$ cat config.mk
export PLATFORM = sky130hd
export DESIGN_NAME = sdio_response_source
export DESIGN_NICKNAME = d
export VERILOG_FILES = /design/src/rtl/sdio_response_source.sv
export SDC_FILE = /design/constraint.sdc
export NUM_CORES = 2
export LEC_CHECK = 0
export CAP_MARGIN = 30
export CORE_UTILIZATION = 30
export CTS_CLUSTER_SIZE = 30
export DETAILED_ROUTE_END_ITERATION = 10
export PLACE_DENSITY_LB_ADDON = 0.12
export REMOVE_ABC_BUFFERS = 1
export SLEW_MARGIN = 20
export SYNTH_ARGS = -nofsm -noshare
export SYNTH_HDL_FRONTEND = slang
export SYNTH_SLANG_ARGS = --single-unit
export TNS_END_PERCENT = 1
$ cat constraint.sdc
create_clock -name clock -period 4.4 [get_ports clock]
set_input_delay 1.32 -clock clock [delete_from_list [all_inputs] [get_ports clock]]
set_output_delay 1.32 -clock clock [all_outputs]
set_load 0.01 [all_outputs]
$ cat src/rtl/sdio_response_source.sv
// Byte source for the SDIO slave response path: a producer fills a byte FIFO,
// and each data4 write transaction streams a counted number of bytes to the slave.
module sdio_response_source #(
  parameter int          DEPTH_LOG2 = 9,
  parameter logic [7:0]  PAD_BYTE   = 8'hFF,
  parameter int          COUNT_W    = 9
) (
  input  logic                  clock,
  input  logic                  reset_n,
  input  logic                  fill_strobe,
  input  logic [7:0]            fill_data,
  output logic [DEPTH_LOG2:0]   fifo_level,
  output logic                  fifo_full,
  input  logic                  write_data4_strobe,
  input  logic [COUNT_W-1:0]    data4_count,
  output logic                  response_start_write,
  input  logic                  response_data_req,
  output logic                  response_data_strobe,
  output logic [7:0]            response_data,
  output logic                  response_data_empty,
  output logic                  busy,
  output logic                  underrun,
  output logic                  overflow,
  input  logic                  clear_flags,
  output logic [1:0]            debug_state
);

  // Handshake: the slave raises response_data_req for one cycle per byte it
  // wants; exactly one cycle later this block answers with a one-cycle
  // response_data_strobe carrying the byte, or with response_data_empty once
  // the transaction count is used up. There is no back-pressure on the slave.

  typedef enum logic [1:0] {
    IDLE   = 2'd0,
    ARM    = 2'd1,
    STREAM = 2'd2,
    DONE   = 2'd3
  } state_t;

  localparam logic [DEPTH_LOG2:0] FULL_LEVEL = {1'b1, {DEPTH_LOG2{1'b0}}};

  state_t               state;
  state_t               state_next;
  logic [COUNT_W-1:0]   remaining;
  logic [COUNT_W-1:0]   remaining_next;
  logic                 serve;
  logic                 mark_empty;

  logic [7:0]            mem [0:(1<<DEPTH_LOG2)-1];
  logic [DEPTH_LOG2-1:0] rd_ptr;
  logic [DEPTH_LOG2-1:0] wr_ptr;
  logic                  pop;
  logic                  pad;
  logic                  push;
  logic                  drop;

  always_ff @(posedge clock) begin
    if (!reset_n) begin
      state     <= IDLE;
      remaining <= '0;
    end else begin
      state     <= state_next;
      remaining <= remaining_next;
    end
  end

  // A new transaction strobe wins over everything, including a request
  // arriving in the same cycle.
  always_comb begin
    state_next     = state;
    remaining_next = remaining;
    serve          = 1'b0;
    mark_empty     = 1'b0;
    if (write_data4_strobe) begin
      state_next     = ARM;
      remaining_next = data4_count;
    end else begin
      case (state)
        IDLE: ;
        ARM: state_next = (remaining != '0) ? STREAM : DONE;
        STREAM: begin
          if (response_data_req && remaining != '0) begin
            serve          = 1'b1;
            remaining_next = remaining - COUNT_W'(1);
            if (remaining == COUNT_W'(1)) state_next = DONE;
          end
        end
        DONE: if (response_data_req) mark_empty = 1'b1;
        default: state_next = IDLE;
      endcase
    end
  end

  assign fifo_full = (fifo_level == FULL_LEVEL);
  assign pop       = serve && (fifo_level != '0);
  assign pad       = serve && (fifo_level == '0);
  // When full, a same-cycle pop frees the slot the push needs.
  assign push      = fill_strobe && (!fifo_full || pop);
  assign drop      = fill_strobe && fifo_full && !pop;

  always_ff @(posedge clock) begin
    if (push) mem[wr_ptr] <= fill_data;
  end

  always_ff @(posedge clock) begin
    if (!reset_n) begin
      rd_ptr               <= '0;
      wr_ptr               <= '0;
      fifo_level           <= '0;
      response_data        <= '0;
      response_data_strobe <= 1'b0;
      response_data_empty  <= 1'b0;
      underrun             <= 1'b0;
      overflow             <= 1'b0;
    end else begin
      if (push) wr_ptr <= wr_ptr + 1'b1;
      if (pop)  rd_ptr <= rd_ptr + 1'b1;
      case ({push, pop})
        2'b10:   fifo_level <= fifo_level + 1'b1;
        2'b01:   fifo_level <= fifo_level - 1'b1;
        default: fifo_level <= fifo_level;
      endcase

      response_data_strobe <= serve;
      if (pop)      response_data <= mem[rd_ptr];
      else if (pad) response_data <= PAD_BYTE;

      if (write_data4_strobe) response_data_empty <= 1'b0;
      else if (mark_empty)    response_data_empty <= 1'b1;

      // Set has priority over clear so no event is lost.
      underrun <= pad  | (underrun & ~clear_flags);
      overflow <= drop | (overflow & ~clear_flags);
    end
  end

  assign response_start_write = (state == ARM);
  assign busy                 = (state != IDLE);
  assign debug_state          = state;

endmodule
=== Yosys cells after proc, flatten, opt, wreduce, memory -nomap -nowiden ===
Memory sizes are Yosys's and may differ from the RTL's. A register that Yosys moved wholly into a read port is not among the register bits.
Index checks and enable logic that the tools add are counted.
Widths: inputs -> output; s select.

* Register bits after elaboration: 51
* Bits in writable memories: 4,096
* Bits of input ports: 23
* Output and inout port bits: 27
* Logic and storage cells: 78
* Memories: 1

* $add $sub $neg: 5
* Eq/ne operators: 11
* Multiplexer cells: 21
* Bitwise gates (word level): 6
* Reduce and logical (&&, ||, !) cells: 23

{| class="wikitable"
|+ Memories
! name !! words !! bits a word !! read ports !! clocked after Yosys merged registers in !! write ports !! line !! source
|-
| mem || 512 || 8 || 1 || 1 || 1 || 49 || <nowiki>logic [7:0] mem [0:(1<<DEPTH_LOG2)-1];</nowiki>
|}

{| class="wikitable"
|+ Operators with widths
! operator !! count
|-
| $mux 9 || 5
|-
| $pmux 10 s2 || 1
|-
| $add 9x1->9 const B || 2
|-
| $mux 8 || 2
|-
| $reduce_bool 2->1 || 6
|-
| $add 10x1->10 const B || 1
|-
| $eq 10x10->1 const B || 1
|-
| $logic_not 10->1 || 1
|-
| $mux 1 || 10
|-
| $reduce_bool 10->1 || 1
|-
| $sub 10x1->10 const B || 1
|-
| $eq 9x1->1 const B || 1
|-
| $reduce_bool 9->1 || 1
|-
| $sub 9x1->9 const B || 1
|-
| $eq 2x2->1 const B || 3
|-
| $logic_and 1x1->1 || 6
|-
| $ne 3x3->1 const B || 2
|-
| $reduce_and 3->1 || 2
|-
| $eq 2x1->1 const B || 2
|-
| $mux 2 || 2
|-
| $ne 2x2->1 const B || 2
|-
| $pmux 2 s2 || 1
|-
| $reduce_bool 3->1 || 1
|-
| $and 1x1->1 || 2
|-
| 6 further kinds || 9
|}

=== Logic depth before layout (Yosys ltp) ===
* Word-level depth: 10
* Gate-level depth with buffers: 15
* Gate-level depth less buffers: 15

=== Least setup slack after synthesis ===
No wires, ideal clock.

* Kind: input port to flip-flop
* Start: input response_data_req
* End: register fifo_level[9]
* Setup time: 0.117 ns
* Arrival: 3.816 ns
* Slack: 0.467 ns
* Stages: 13
* Buffers on the path: 0
* Cell sequence: nand2_1 a31oi_4 nand3_1 nor2_1 ha_1 a21o_1 a21oi_1 o21bai_1 a21oi_1 o21ai_0 a31oi_1 o21bai_1 nand2_1

* Word-level cells in the longest chain between the ends: 9
* Elaborated cells on any way between the ends: 11
* Those cells by class: eq/ne (2); mux (4); reduce/logical (5)

{| class="wikitable"
|+ RTL lines
! item !! line !! source
|-
| start: declaration || 17 || <nowiki>input logic response_data_req,</nowiki>
|-
| $logic_and 1x1->1 * || 82 || <nowiki>if (response_data_req && remaining != '0) begin</nowiki>
|-
| $mux 1 * || 82 ||
|-
| $mux 1 * || 78 || <nowiki>case (state)</nowiki>
|-
| $mux 1 * || 74 || <nowiki>if (write_data4_strobe) begin</nowiki>
|-
| $logic_and 1x1->1 * || 95 || <nowiki>assign pop = serve && (fifo_level != '0);</nowiki>
|-
| $logic_or 1x1->1 || 98 || <nowiki>assign push = fill_strobe && (!fifo_full || pop);</nowiki>
|-
| $logic_and 1x1->1 || 98 ||
|-
| $eq 2x1->1 or $eq 2x2->1 (tied branches) || 118 || <nowiki>case ({push, pop})</nowiki>
|-
| $pmux 10 s2 or $reduce_bool 2->1 (tied branches) || n/a ||
|-
| end signal: assignment || 119 || <nowiki>2'b10: fifo_level <= fifo_level + 1'b1;</nowiki>
|-
| end signal: assignment || 120 || <nowiki>2'b01: fifo_level <= fifo_level - 1'b1;</nowiki>
|-
| end signal: assignment || 121 || <nowiki>default: fifo_level <= fifo_level;</nowiki>
|-
| end: declaration || 12 || <nowiki>output logic [DEPTH_LOG2:0] fifo_level,</nowiki>
|}

Every way passes the cells marked *; elsewhere a longest branch is shown, timed or not.
A chain may end at the register's enable or synchronous reset.

==> flow_summary.yaml <==
status:
  status: "finished, final reports clean"
synthesis:
  synth_top_area_share: 0.750
  synthCells: 8155
  synth-seq-area-share: 0.757
  synth-main-ff-cell: "edfxtp_1"
  synth_cell_type_count: 87
  synth_edf_count: 4096
  syn_avg_cell_area_sq_um: 20.1
  cell_taking_the_most_area_after_synthesis: "edfxtp_1"
  synth.cell_area_sq_um: 164000
  postSynthRegisterBits: 4156
  synth.area.top_cells: "edfxtp_1 75%, mux4_2 9.4%, mux2i_1 3.7%"
  synth_async_sr_flop_share: 0
  synth-warning-count: 0
power_and_ir_drop:
  p_sw_frac: 0.205
  power_switching_mw: 17.1
  vdd_ir_drop_max_mv: 0.314
  gate_power_share: 0.019
  pwr-share-seq: 0.521
  cellLeakagePower_nw: 60.8
  share_clk_of_total_power: 0.460
  powerDensity_nw_per_um2: 426
  p_int_mw: 66.3
route:
  post_drt_wl_per_cell_um: 31.1
  finalWirelength_um: 529000
  detail_route.iter0.violations: 8453
  routed-via-count: 85600
  drcViolationCount: 0
  routed_antenna_nets: 0
  detail_route.first_pass.iterations: 5
  routed_via_density: 5.04
clock_network:
  holdBufCountCts: 0
  tritoncts.num_buffers: 457
  clock_path_buffers: 4
  cts_tree: "yes"
  clk_pin_slew_ns: 0.06
  cts.repair_timing.setup_buffer_count: 6
  resized_after_cts: 0
  cts.htree.levels: 5
  ctsRootBufferMaster: "clkbuf_16"
  clock_sinks: 4156
  clock_insertion_delay_worst_skew_ns: 1.03
floorplan:
  die_width_um: 741
  io_pins: 50
  die_area_sq_um: 550000
  die-height_um: 741
  core_region_area_sq_um: 545000
  row_count: 271
  start_util: 0.301
worst_setup_path:
  path_class: "flip-flop to flip-flop"
  cp_slowest_stage_delay_ns: 0.85
  critical_path_buf_inv_count: 4
  timing.critical_path.from_type: "flip-flop"
  critical_path.max_fanout: 20
  cp_data_required_time_ns: 5.31
  path_common_cell: "buf_4"
  slowest_stage: "dfxtp_4"
  cp.arrival_ns: 5.12
  crit_family: "compound AO/OA/AOI/OAI gates"
  setup.worst_path.end_class: "flip-flop"
  critical_path.cell_chain: "buf_4 -> mux4_2 -> a22o_1 -> a221oi_1 -> o22ai_1 -> nor3_1 -> buf_4 -> nor4_2 -> buf_4 -> a21oi_1 -> buf_4 -> nor4_2"
run:
  maxCapViolations: 0
sta:
  layout_min_cycle_time_ns: 4.21
  grt_setup_unrepaired: "false"
  slew_violations: 0
  clock-skew-final_ns: 0.0457
  post_route_fraction_of_the_period_consumed_by_the_critical_path: 0.956
  finalHoldViolCount: 0
  final-setup-viol-count: 0
  whs_ns: 0.475
  setup-tns-final_ns: 0
  relSlewSlack: 0.316
  top_achievable_clock_speed_ghz: 0.238
  worst_slew_pin_slew_ns: 1.02
global_routing:
  globalRouteOverflowTotal: 0
  grt_antenna_before_repair: 44
  grt_start_max_net_pins: 119
  grt_pass1_vias: 88100
  grt_util_all_layers: 0.188
  wire_length_of_the_first_global_routing_pass_um: 731000
final_layout:
  post_route_cells_drive_above_1_share: 0.272
  postLayoutCellArea_sq_um: 196000
  final_cells: 17000
  final.fill_count: 50500
  finish.net_count: 9431
  area.growth.synth_to_final_pct: 19.5
placement:
  hpwlAfterDp_um: 344000
  dpl.cell_count: 16200
  placedInstanceArea_sq_um: 181000
  globalplace.congestion: 0.801
  io_buffer_count: 49
min_path:
  holdCritPathClass: "flip-flop to flip-flop"
[power by group through the flow]
stage                     Sequential, mW  Combinational, mW  Clock, mW
final                               43.5               1.57       38.4
after global routing                43.5               1.67       40.6
after CTS                           43.5               1.62       39.3
after detailed placement            44.3               1.61          0
after global placement              44.3               1.59          0
after floorplan                     44.4              0.844          0
[cell type report]
type | instances | area (sq um) | share of cell area
Inverter | 19 | 88.8 | 0.000453
Timing Repair Buffer | 1278 | 11700 | 0.0598
Multi-Input combinational cell | 3475 | 36000 | 0.184
Tap cell | 7234 | 9050 | 0.0462
Clock inverter | 272 | 2850 | 0.0146
Antenna cell | 5 | 12.5 | 0.0000639
Sequential cell | 4156 | 124000 | 0.634
Clock buffer | 563 | 12000 | 0.0615
[cells in the mapped netlist, types with 60 or more instances]
| cell type | count |
|---|---|
| mux4_2 | 688 |
| buf_2 | 101 |
| o21ai_0 | 84 |
| nor2_1 | 633 |
| o221ai_1 | 189 |
| nand2_1 | 194 |
| mux2i_1 | 612 |
| clkbuf_1 | 183 |
| o22ai_1 | 155 |
| a21oi_1 | 180 |
| edfxtp_1 | 4096 |
| mux4_1 | 84 |
| dfxtp_1 | 60 |
| nand3_1 | 75 |
[cells by family (layout without fill, tap and decap cells)]
kind of cell               Yosys count  after routing  share of synthesized area
and+or+nand+nor                   1119           1119                     0.0298
xor gates and xnor gates            27             27                    0.00144
buffers and inverters              524           2132                     0.0248
DFF                               4156           4156                      0.757
other                                0              5                          0
adders and majority gates           21             21                    0.00165
AOI/OAI and AO/OA                  914            914                     0.0390
muxes                             1394           1394                      0.146
[layout by cell type (no fill, tap or decap), types with 20 or more instances in the layout]
cell / synthesis / final
buf_4: 40 / 1071
mux2i_1: 612 / 612
xnor2_1: 20 / 20
nor3_1: 50 / 48
edfxtp_1: 4096 / 4096
ha_1: 20 / 20
clkinv_2: 0 / 88
buf_12: 57 / 155
clkbuf_16: 0 / 465
nand2_1: 194 / 180
mux4_2: 688 / 688
a22oi_1: 50 / 50
clkdlybuf4s50_1: 0 / 40
o22ai_1: 155 / 155
and2_1: 32 / 32
clkinv_1: 1 / 96
mux4_1: 84 / 84
o221ai_1: 189 / 189
bufinv_16: 0 / 53
o21ai_0: 84 / 83
nor2_1: 633 / 629
nand3_1: 75 / 71
a211oi_1: 25 / 25
clkbuf_1: 183 / 94
a21oi_1: 180 / 180
dfxtp_1: 60 / 53
nor2b_1: 40 / 35
a31oi_1: 41 / 41
[per-stage QoR]
stage,util,setup slack (ns),power [mW]
global placement,0.332,-0.108,45.9
finish,0.360,0.194,83.5
floorplan,-,-49.95,45.3
CTS,0.360,0.0368,84.4
detailed placement,0.332,-0.0732,46.0
global route,0.360,0.103,85.8
[worst reg2reg max path, delay by kind of cell (launching register included)]
| kind | cells | cell delay, ns |
|---|---|---|
| mux | 1 | 0.37 |
| buf+inv | 4 | 1.08 |
| simple gates | 3 | 0.56 |
| compound gates | 4 | 1.26 |
| flops | 1 | 0.85 |
[flip-flops by register name, indices dropped and copies added, names as in the netlist, named ones only]
signal / count
mem: 4096
fifo_level: 10
rd_ptr: 9
remaining: 9
wr_ptr: 9
response_data: 8
debug_state: 2
overflow: 1
response_data_empty: 1
response_data_strobe: 1
underrun: 1
[metal layers]
layer  track usage  wire [um]  share of wire
met1         0.264     234000           0.44
met2         0.313     255000           0.48
met3        0.0232      26500          0.050
met4        0.0431      12800          0.024
met5             0         13       0.000025
[path summary, 6_finish.rpt]
kind / startpoint / to / slack [ns] / cells past startpoint
worst max-delay path: flip-flop / response_data[3] / 0.19 / 12
worst min-delay path: response_data_empty / response_data_empty / 0.48 / 2
worst max register to register: flip-flop / response_data[3] / 0.19 / 12
worst min register to register: response_data_empty / response_data_empty / 0.48 / 2
No activity file was read; power rests on OpenSTA's default activity.
